File: config.mk
export PLATFORM = sky130hd
export DESIGN_NAME = hazard_ctrl
export DESIGN_NICKNAME = d
export VERILOG_FILES = /design/src/rtl/hazard_ctrl_pkg.sv /design/src/rtl/hazard_ctrl_fwd_sel.sv /design/src/rtl/hazard_ctrl.sv
export SDC_FILE = /design/constraint.sdc
export NUM_CORES = 1
export LEC_CHECK = 0
export ABC_AREA = 1
export CAP_MARGIN = 10
export CORE_ASPECT_RATIO = 1.4
export CORE_MARGIN = 2
export CORE_UTILIZATION = 36
export CTS_BUF_LIST = sky130_fd_sc_hd__clkbuf_4
export DETAILED_ROUTE_END_ITERATION = 8
export PLACE_DENSITY = 0.78
export SYNTH_ARGS = -nofsm -noshare
export SYNTH_HDL_FRONTEND = slang
export SYNTH_SLANG_ARGS = --single-unit
File: constraint.sdc
create_clock -name clk -period 3.5 [get_ports clk]
set_clock_uncertainty 0.05 [all_clocks]
set_input_delay 0.7 -clock clk [delete_from_list [all_inputs] [get_ports clk]]
set_output_delay 0.7 -clock clk [all_outputs]
set_load 0.01 [all_outputs]
File: src/rtl/hazard_ctrl_pkg.sv
`default_nettype none
// ============================================================================
//  Module      : hazard_ctrl_pkg
//  Description : Shared forwarding-select encodings and interlock FSM states
//                for the ID-stage hazard controller.
//  Revision    : 1.0  initial release
// ============================================================================
package hazard_ctrl_pkg;

    // Operand source select driven to the ID/EX operand muxes
    localparam logic [1:0] FWD_FILE = 2'd0;
    localparam logic [1:0] FWD_EX   = 2'd1;
    localparam logic [1:0] FWD_ME   = 2'd2;
    localparam logic [1:0] FWD_WB   = 2'd3;

    // Interlock cause, registered for observability
    typedef enum logic [1:0] {
        HZ_RUN      = 2'd0,
        HZ_LD_STALL = 2'd1,
        HZ_MDU_WAIT = 2'd2,
        HZ_FLUSH    = 2'd3
    } hz_state_t;

endpackage
`default_nettype wire

File: src/rtl/hazard_ctrl_fwd_sel.sv
`default_nettype none
// ============================================================================
//  Module      : hazard_ctrl_fwd_sel
//  Description : Priority match of one ID source operand against the EX, ME
//                and WB destinations (youngest producer wins).
//  Revision    : 1.0  initial release
// ============================================================================
module hazard_ctrl_fwd_sel
    import hazard_ctrl_pkg::*;
#(
    parameter int AW = 5
) (
    input  logic [AW-1:0] i_addr,
    input  logic          i_use,
    input  logic          i_ex_we,
    input  logic [AW-1:0] i_ex_wa,
    input  logic          i_me_we,
    input  logic [AW-1:0] i_me_wa,
    input  logic          i_wb_we,
    input  logic [AW-1:0] i_wb_wa,
    output logic [1:0]    o_sel,
    output logic          o_ex_hit
);

    logic w_valid;
    logic w_ex_hit;
    logic w_me_hit;
    logic w_wb_hit;

    // Register 0 is hardwired, so it never creates a dependency
    assign w_valid  = i_use && (i_addr != '0);
    assign w_ex_hit = w_valid && i_ex_we && (i_ex_wa == i_addr);
    assign w_me_hit = w_valid && i_me_we && (i_me_wa == i_addr);
    assign w_wb_hit = w_valid && i_wb_we && (i_wb_wa == i_addr);

    // Youngest matching producer selects the operand source
    always_comb begin
        o_sel = FWD_FILE;
        if (w_ex_hit)
            o_sel = FWD_EX;
        else if (w_me_hit)
            o_sel = FWD_ME;
        else if (w_wb_hit)
            o_sel = FWD_WB;
    end

    assign o_ex_hit = w_ex_hit;

endmodule
`default_nettype wire

File: src/rtl/hazard_ctrl.sv
`default_nettype none
// ============================================================================
//  Module      : hazard_ctrl
//  Description : ID-stage interlock controller: operand forwarding selects,
//                load-use / MDU stalls, branch flush, and a single-entry
//                scoreboard for the multi-cycle MDU result.
//  Revision    : 1.0  initial release
// ============================================================================
module hazard_ctrl
    import hazard_ctrl_pkg::*;
#(
    parameter int AW      = 5,
    parameter int MDU_LAT = 4,
    parameter int CW      = 3
) (
    input  logic          clk,
    input  logic          rst,
    input  logic [AW-1:0] i_id_r1_addr,
    input  logic [AW-1:0] i_id_r2_addr,
    input  logic          i_id_r1_use,
    input  logic          i_id_r2_use,
    input  logic          i_ex_we,
    input  logic [AW-1:0] i_ex_wa,
    input  logic          i_ex_is_load,
    input  logic          i_me_we,
    input  logic [AW-1:0] i_me_wa,
    input  logic          i_wb_we,
    input  logic [AW-1:0] i_wb_wa,
    input  logic          i_mdu_start,
    input  logic [AW-1:0] i_mdu_wa,
    input  logic          i_br_taken,
    output logic [1:0]    o_fwd_sel1,
    output logic [1:0]    o_fwd_sel2,
    output logic          o_stall,
    output logic          o_bubble_ex,
    output logic          o_flush_id,
    output logic          o_mdu_busy,
    output logic [1:0]    o_dbg_state
);

    localparam logic [CW-1:0] c_CNT_LOAD = CW'(MDU_LAT - 1);

    hz_state_t     r_state;
    hz_state_t     w_next;
    logic          r_busy;
    logic [CW-1:0] r_cnt;
    logic [AW-1:0] r_sb_wa;

    logic [1:0]    w_sel1;
    logic [1:0]    w_sel2;
    logic          w_ex_hit1;
    logic          w_ex_hit2;
    logic          w_load_use;
    logic          w_sb_hit1;
    logic          w_sb_hit2;
    logic          w_mdu_pending;
    logic          w_mdu_dep;
    logic          w_mdu_conf;
    logic          w_stall;
    logic          w_bubble;
    logic          w_flush;
    logic          w_accept;

    hazard_ctrl_fwd_sel #(.AW(AW)) u_fwd1 (
        .i_addr   (i_id_r1_addr),
        .i_use    (i_id_r1_use),
        .i_ex_we  (i_ex_we),
        .i_ex_wa  (i_ex_wa),
        .i_me_we  (i_me_we),
        .i_me_wa  (i_me_wa),
        .i_wb_we  (i_wb_we),
        .i_wb_wa  (i_wb_wa),
        .o_sel    (w_sel1),
        .o_ex_hit (w_ex_hit1)
    );

    hazard_ctrl_fwd_sel #(.AW(AW)) u_fwd2 (
        .i_addr   (i_id_r2_addr),
        .i_use    (i_id_r2_use),
        .i_ex_we  (i_ex_we),
        .i_ex_wa  (i_ex_wa),
        .i_me_we  (i_me_we),
        .i_me_wa  (i_me_wa),
        .i_wb_we  (i_wb_we),
        .i_wb_wa  (i_wb_wa),
        .o_sel    (w_sel2),
        .o_ex_hit (w_ex_hit2)
    );

    // A load in EX cannot be forwarded yet; the EX hit already includes ex_we
    assign w_load_use = i_ex_is_load && (w_ex_hit1 || w_ex_hit2);

    assign w_sb_hit1 = i_id_r1_use && (i_id_r1_addr != '0) && (i_id_r1_addr == r_sb_wa);
    assign w_sb_hit2 = i_id_r2_use && (i_id_r2_addr != '0) && (i_id_r2_addr == r_sb_wa);

    // In the final busy cycle (cnt==0) the result is in writeback and can be
    // forwarded, and the unit is free to accept the next op.
    assign w_mdu_pending = r_busy && (r_cnt != '0);
    assign w_mdu_dep     = w_mdu_pending && (w_sb_hit1 || w_sb_hit2);
    assign w_mdu_conf    = i_mdu_start && w_mdu_pending;

    // Next-state cause and interlock outputs, branch flush has top priority
    always_comb begin
        w_next   = HZ_RUN;
        w_stall  = 1'b0;
        w_bubble = 1'b0;
        w_flush  = 1'b0;
        if (i_br_taken) begin
            w_next   = HZ_FLUSH;
            w_flush  = 1'b1;
            w_bubble = 1'b1;
        end else if (w_load_use) begin
            w_next   = HZ_LD_STALL;
            w_stall  = 1'b1;
            w_bubble = 1'b1;
        end else if (w_mdu_dep || w_mdu_conf) begin
            w_next   = HZ_MDU_WAIT;
            w_stall  = 1'b1;
            w_bubble = 1'b1;
        end
    end

    // Interlock cause register, kept for debug visibility
    always_ff @(posedge clk or negedge rst) begin
        if (!rst)
            r_state <= HZ_RUN;
        else
            r_state <= w_next;
    end

    // A branch does not cancel the in-flight MDU op, only a new issue
    assign w_accept = i_mdu_start && !w_stall && !i_br_taken;

    // MDU scoreboard: destination, busy flag and saturating countdown
    always_ff @(posedge clk or negedge rst) begin
        if (!rst) begin
            r_busy  <= 1'b0;
            r_cnt   <= '0;
            r_sb_wa <= '0;
        end else if (w_accept) begin
            r_busy  <= 1'b1;
            r_cnt   <= c_CNT_LOAD;
            r_sb_wa <= i_mdu_wa;
        end else if (r_busy) begin
            if (r_cnt == '0)
                r_busy <= 1'b0;
            else
                r_cnt <= r_cnt - 1'b1;
        end
    end

    // Every output is forced quiet while reset is asserted
    assign o_fwd_sel1  = rst ? w_sel1 : FWD_FILE;
    assign o_fwd_sel2  = rst ? w_sel2 : FWD_FILE;
    assign o_stall     = rst && w_stall;
    assign o_bubble_ex = rst && w_bubble;
    assign o_flush_id  = rst && w_flush;
    assign o_mdu_busy  = rst && r_busy;
    assign o_dbg_state = rst ? r_state : HZ_RUN;

endmodule
`default_nettype wire

==> results.yml <==
critical_path:
  r2r-start: "r_cnt[0]"
  required_ns: 2.75
  critPathMaxFanout: 4
  worst_setup_path_start_kind: "input port"
  critPathMaxStageDelay_ns: 0.55
  cp.arrival_ns: 2.63
  crit_buf_inv: 5
  criticalPathCategory: "in2out"
  critPathTopFamily: "buffers and inverters"
  worstSetupStartpoint: "i_id_r2_addr[1]"
  path_common_cell: "nand2_1"
  cpMaxStageDelayCell: "clkdlybuf4s50_1"
  path_cells: "clkdlybuf4s50_1 > buf_4 > nand2_1 > nand2_1 > inv_1 > nand3_1 > nor2_1 > nand2_1 > buf_4 > nand2_1 > a21oi_1 > clkdlybuf4s50_1"
  crit_path_end_kind: "primary output"
logic_synthesis:
  synth_cell_type_count: 24
  yosys_register_bits: 11
  yosysSeqAreaShare_pct: 20.8
  syn_area_per_cell_um2: 5.98
  synth_area_um2: 1320
  ys_warn_count: 0
  synth_nets: 263
  synth_cells: 221
routing:
  drc: 0
  drt-total-wl_um: 3470
  wl_per_cell_um: 10.9
  drtAntennaViolNets: 0
  via_per_inst: 4.62
  firstDrtPassIters: 4
  vias: 1468
  drt_iter0_drc: 25
clocking:
  h-tree-depth: 1
  cts_root_buf: "clkbuf_4"
  cts.sinks: 11
  clk_latency_ns: 0.27
  clk_path_buf_depth: 2
  cts_buffers: 3
  cts_tree: "done"
  clk_pin_slew_ns: 0.07
pwr:
  switching_share_pct: 41.0
  p_sw_w: 0.000282
  power_frac_seq_pct: 33.0
  power_density_nw_per_um2: 354
  leakagePower_nw: 1.10
  clock_power_share_pct: 13.5
  p_total_w: 0.000688
  pwr-share-comb_pct: 53.5
  vdd_drop_max_v: 0.000407
  p_int_w: 0.000406
timing:
  hold_viol_final: 0
  holdWs_ns: 0.469
  tightest_slew_ns: 0.458
  fin_crit_sh_pct: 96.5
  fmax_ghz: 0.296
  setup_violations: 0
  fin_crit_ns: 3.38
  rsz0062_at_grt: "no"
  setup_tns_ns: 0
  relSlewSlack_pct: 69.4
  slew_violations: 0
  setup_slack_ns: 0.123
placement:
  pre_cts_ws_ns: -0.0538
  io_buffers: 49
  dpl.hpwl_um: 2940
  place_congestion: 0.924
cells_and_area:
  final_common_cell: "nand2_1"
  nFillCells: 370
  nNetsFinal: 319
  synthToLayoutAreaGrowth_pct: 46.9
  multi_input_area_um2: 853
  final_cell_mix: "75 x nand2_1, 38 x clkdlybuf4s50_1, 32 x inv_1"
  diodes: 0
  final-seq-area_um2: 275
  drive_gt1_share_pct: 10.1
die:
  io_pins: 50
  die-area_um2: 4180
  die_x_um: 55.2
  core_area_um2: 3580
  fp.dieH_um: 75.7
  row_count: 26
  initial_core_util_pct: 37.0
grt:
  grt_pass1_wl_um: 5680
  antenna_found_initial: 0
  grt_overflow_total: 0
  first_global_vias: 1345
  grt_max_degree: 12
  grt_usage_pct: 16.9
run:
  drv_cap: 0
min_path:
  hp-start: "r_cnt[0]"
  min_path_type: "reg2reg"
status:
  status: "completed"
==> cells in the mapped netlist <==
master	count	area share (%)
nor3b_1	1	0.57
xor2_1	16	11
nor3_1	4	1.5
xnor2_1	9	6.0
o21ai_0	4	1.5
buf_2	2	0.76
a21oi_1	6	2.3
nor2_1	21	6.0
nor2_2	2	0.95
nand2_2	3	1.4
dfrtp_1	11	21
nand3_1	12	4.5
clkinv_1	1	0.28
buf_6	1	0.85
nand4_1	6	2.8
nand3_4	1	1.3
buf_4	4	2.3
nand2_4	1	0.85
nand2_1	75	21
clkbuf_2	1	0.38
inv_2	5	1.4
inv_1	32	9.1
a21oi_2	1	0.66
ha_1	2	1.9
==> worst register-to-register path, stage by stage, from the launching register on <==
cell and delay (ns):
dfrtp_1 0.38, inv_1 0.10, ha_1 0.16, nand2_1 0.05, nand2_1 0.09, inv_1 0.11, nor2_1 0.38, nand3_4 0.18
nand2_1 0.10, nand2_1 0.05
==> logic make-up (layout without fill, tap and decap cells) <==
group                    Yosys count  in the layout  synth area share, %
AND/OR/NAND/NOR                  126            126                 41.3
buffers and inverters             46            101                 15.0
XOR/XNOR                          25             25                 16.6
AO/OA/AOI/OAI                     11             11                 4.45
flip-flops                        11             11                 20.8
adder cells (fa/ha/maj)            2              2                 1.89
==> stage by stage <==
stage	cells	util (%)	area, µm²
final	318	54.3	1940
after global routing	318	54.3	1940
after CTS	316	53.2	1900
after detailed placement	312	52.2	1870
after global placement	312	52.2	1870
after floorplan	221	-	1320
==> registers in the layout, indices dropped and copies added (netlist names) <==
signal	flops
r_busy	1
r_state	2
r_sb_wa	5
r_cnt	3
==> per-layer routing <==
layer | track usage (%) | vias to the layer above | share of wire [%]
met5 | 0 | - | 0
met4 | 6.78 | 0 | 2.6
met3 | 1.70 | 10 | 3.7
met2 | 33.5 | 39 | 54
met1 | 18.7 | 645 | 39
li1 | - | 774 | -
==> repair_timing <==
| action | CTS | global route |
|---|---|---|
| pin swaps | 0 | 1 |
| gates resized for setup | 2 | 10 |
| endpoints found under the hold margin | 0 | 0 |
| hold buffers | 0 | 0 |
| endpoints found under the setup margin | 2 | 6 |
| setup buffers | 0 | 2 |
| cloned | 0 | 0 |
==> path summary, 6_finish.rpt <==
path / endpoint / slack (ns) / cells after the start
hold reg to reg: r_cnt[0] / 0.47 / 2
setup reg to reg: r_sb_wa[3] / 1.74 / 9
setup / recovery: o_fwd_sel2[1] / 0.12 / 12
hold / removal: r_cnt[0] / 0.47 / 2
max in group asynchronous: r_sb_wa[4] / 2.28 / 2
min in group asynchronous: r_state[0] / 0.66 / 1
==> final cells by class <==
cell class | count | area share (%)
timing repair buffer | 59 | 30.3
multi-input combinational | 164 | 43.9
inverter | 38 | 7.34
sequential | 11 | 14.2
clock buffer | 4 | 1.55
tap | 42 | 2.70
==> power by group through the flow <==
stage                     Clock (W)  Sequential (W)  Combinational [W]
after global routing       0.000102        0.000236           0.000424
after global placement            0        0.000228           0.000363
after floorplan                   0        0.000219           0.000252
final                     0.0000932        0.000227           0.000368
after detailed placement          0        0.000231           0.000372
after CTS                 0.0000966        0.000228           0.000375
Power figures use the tool's default switching activity.
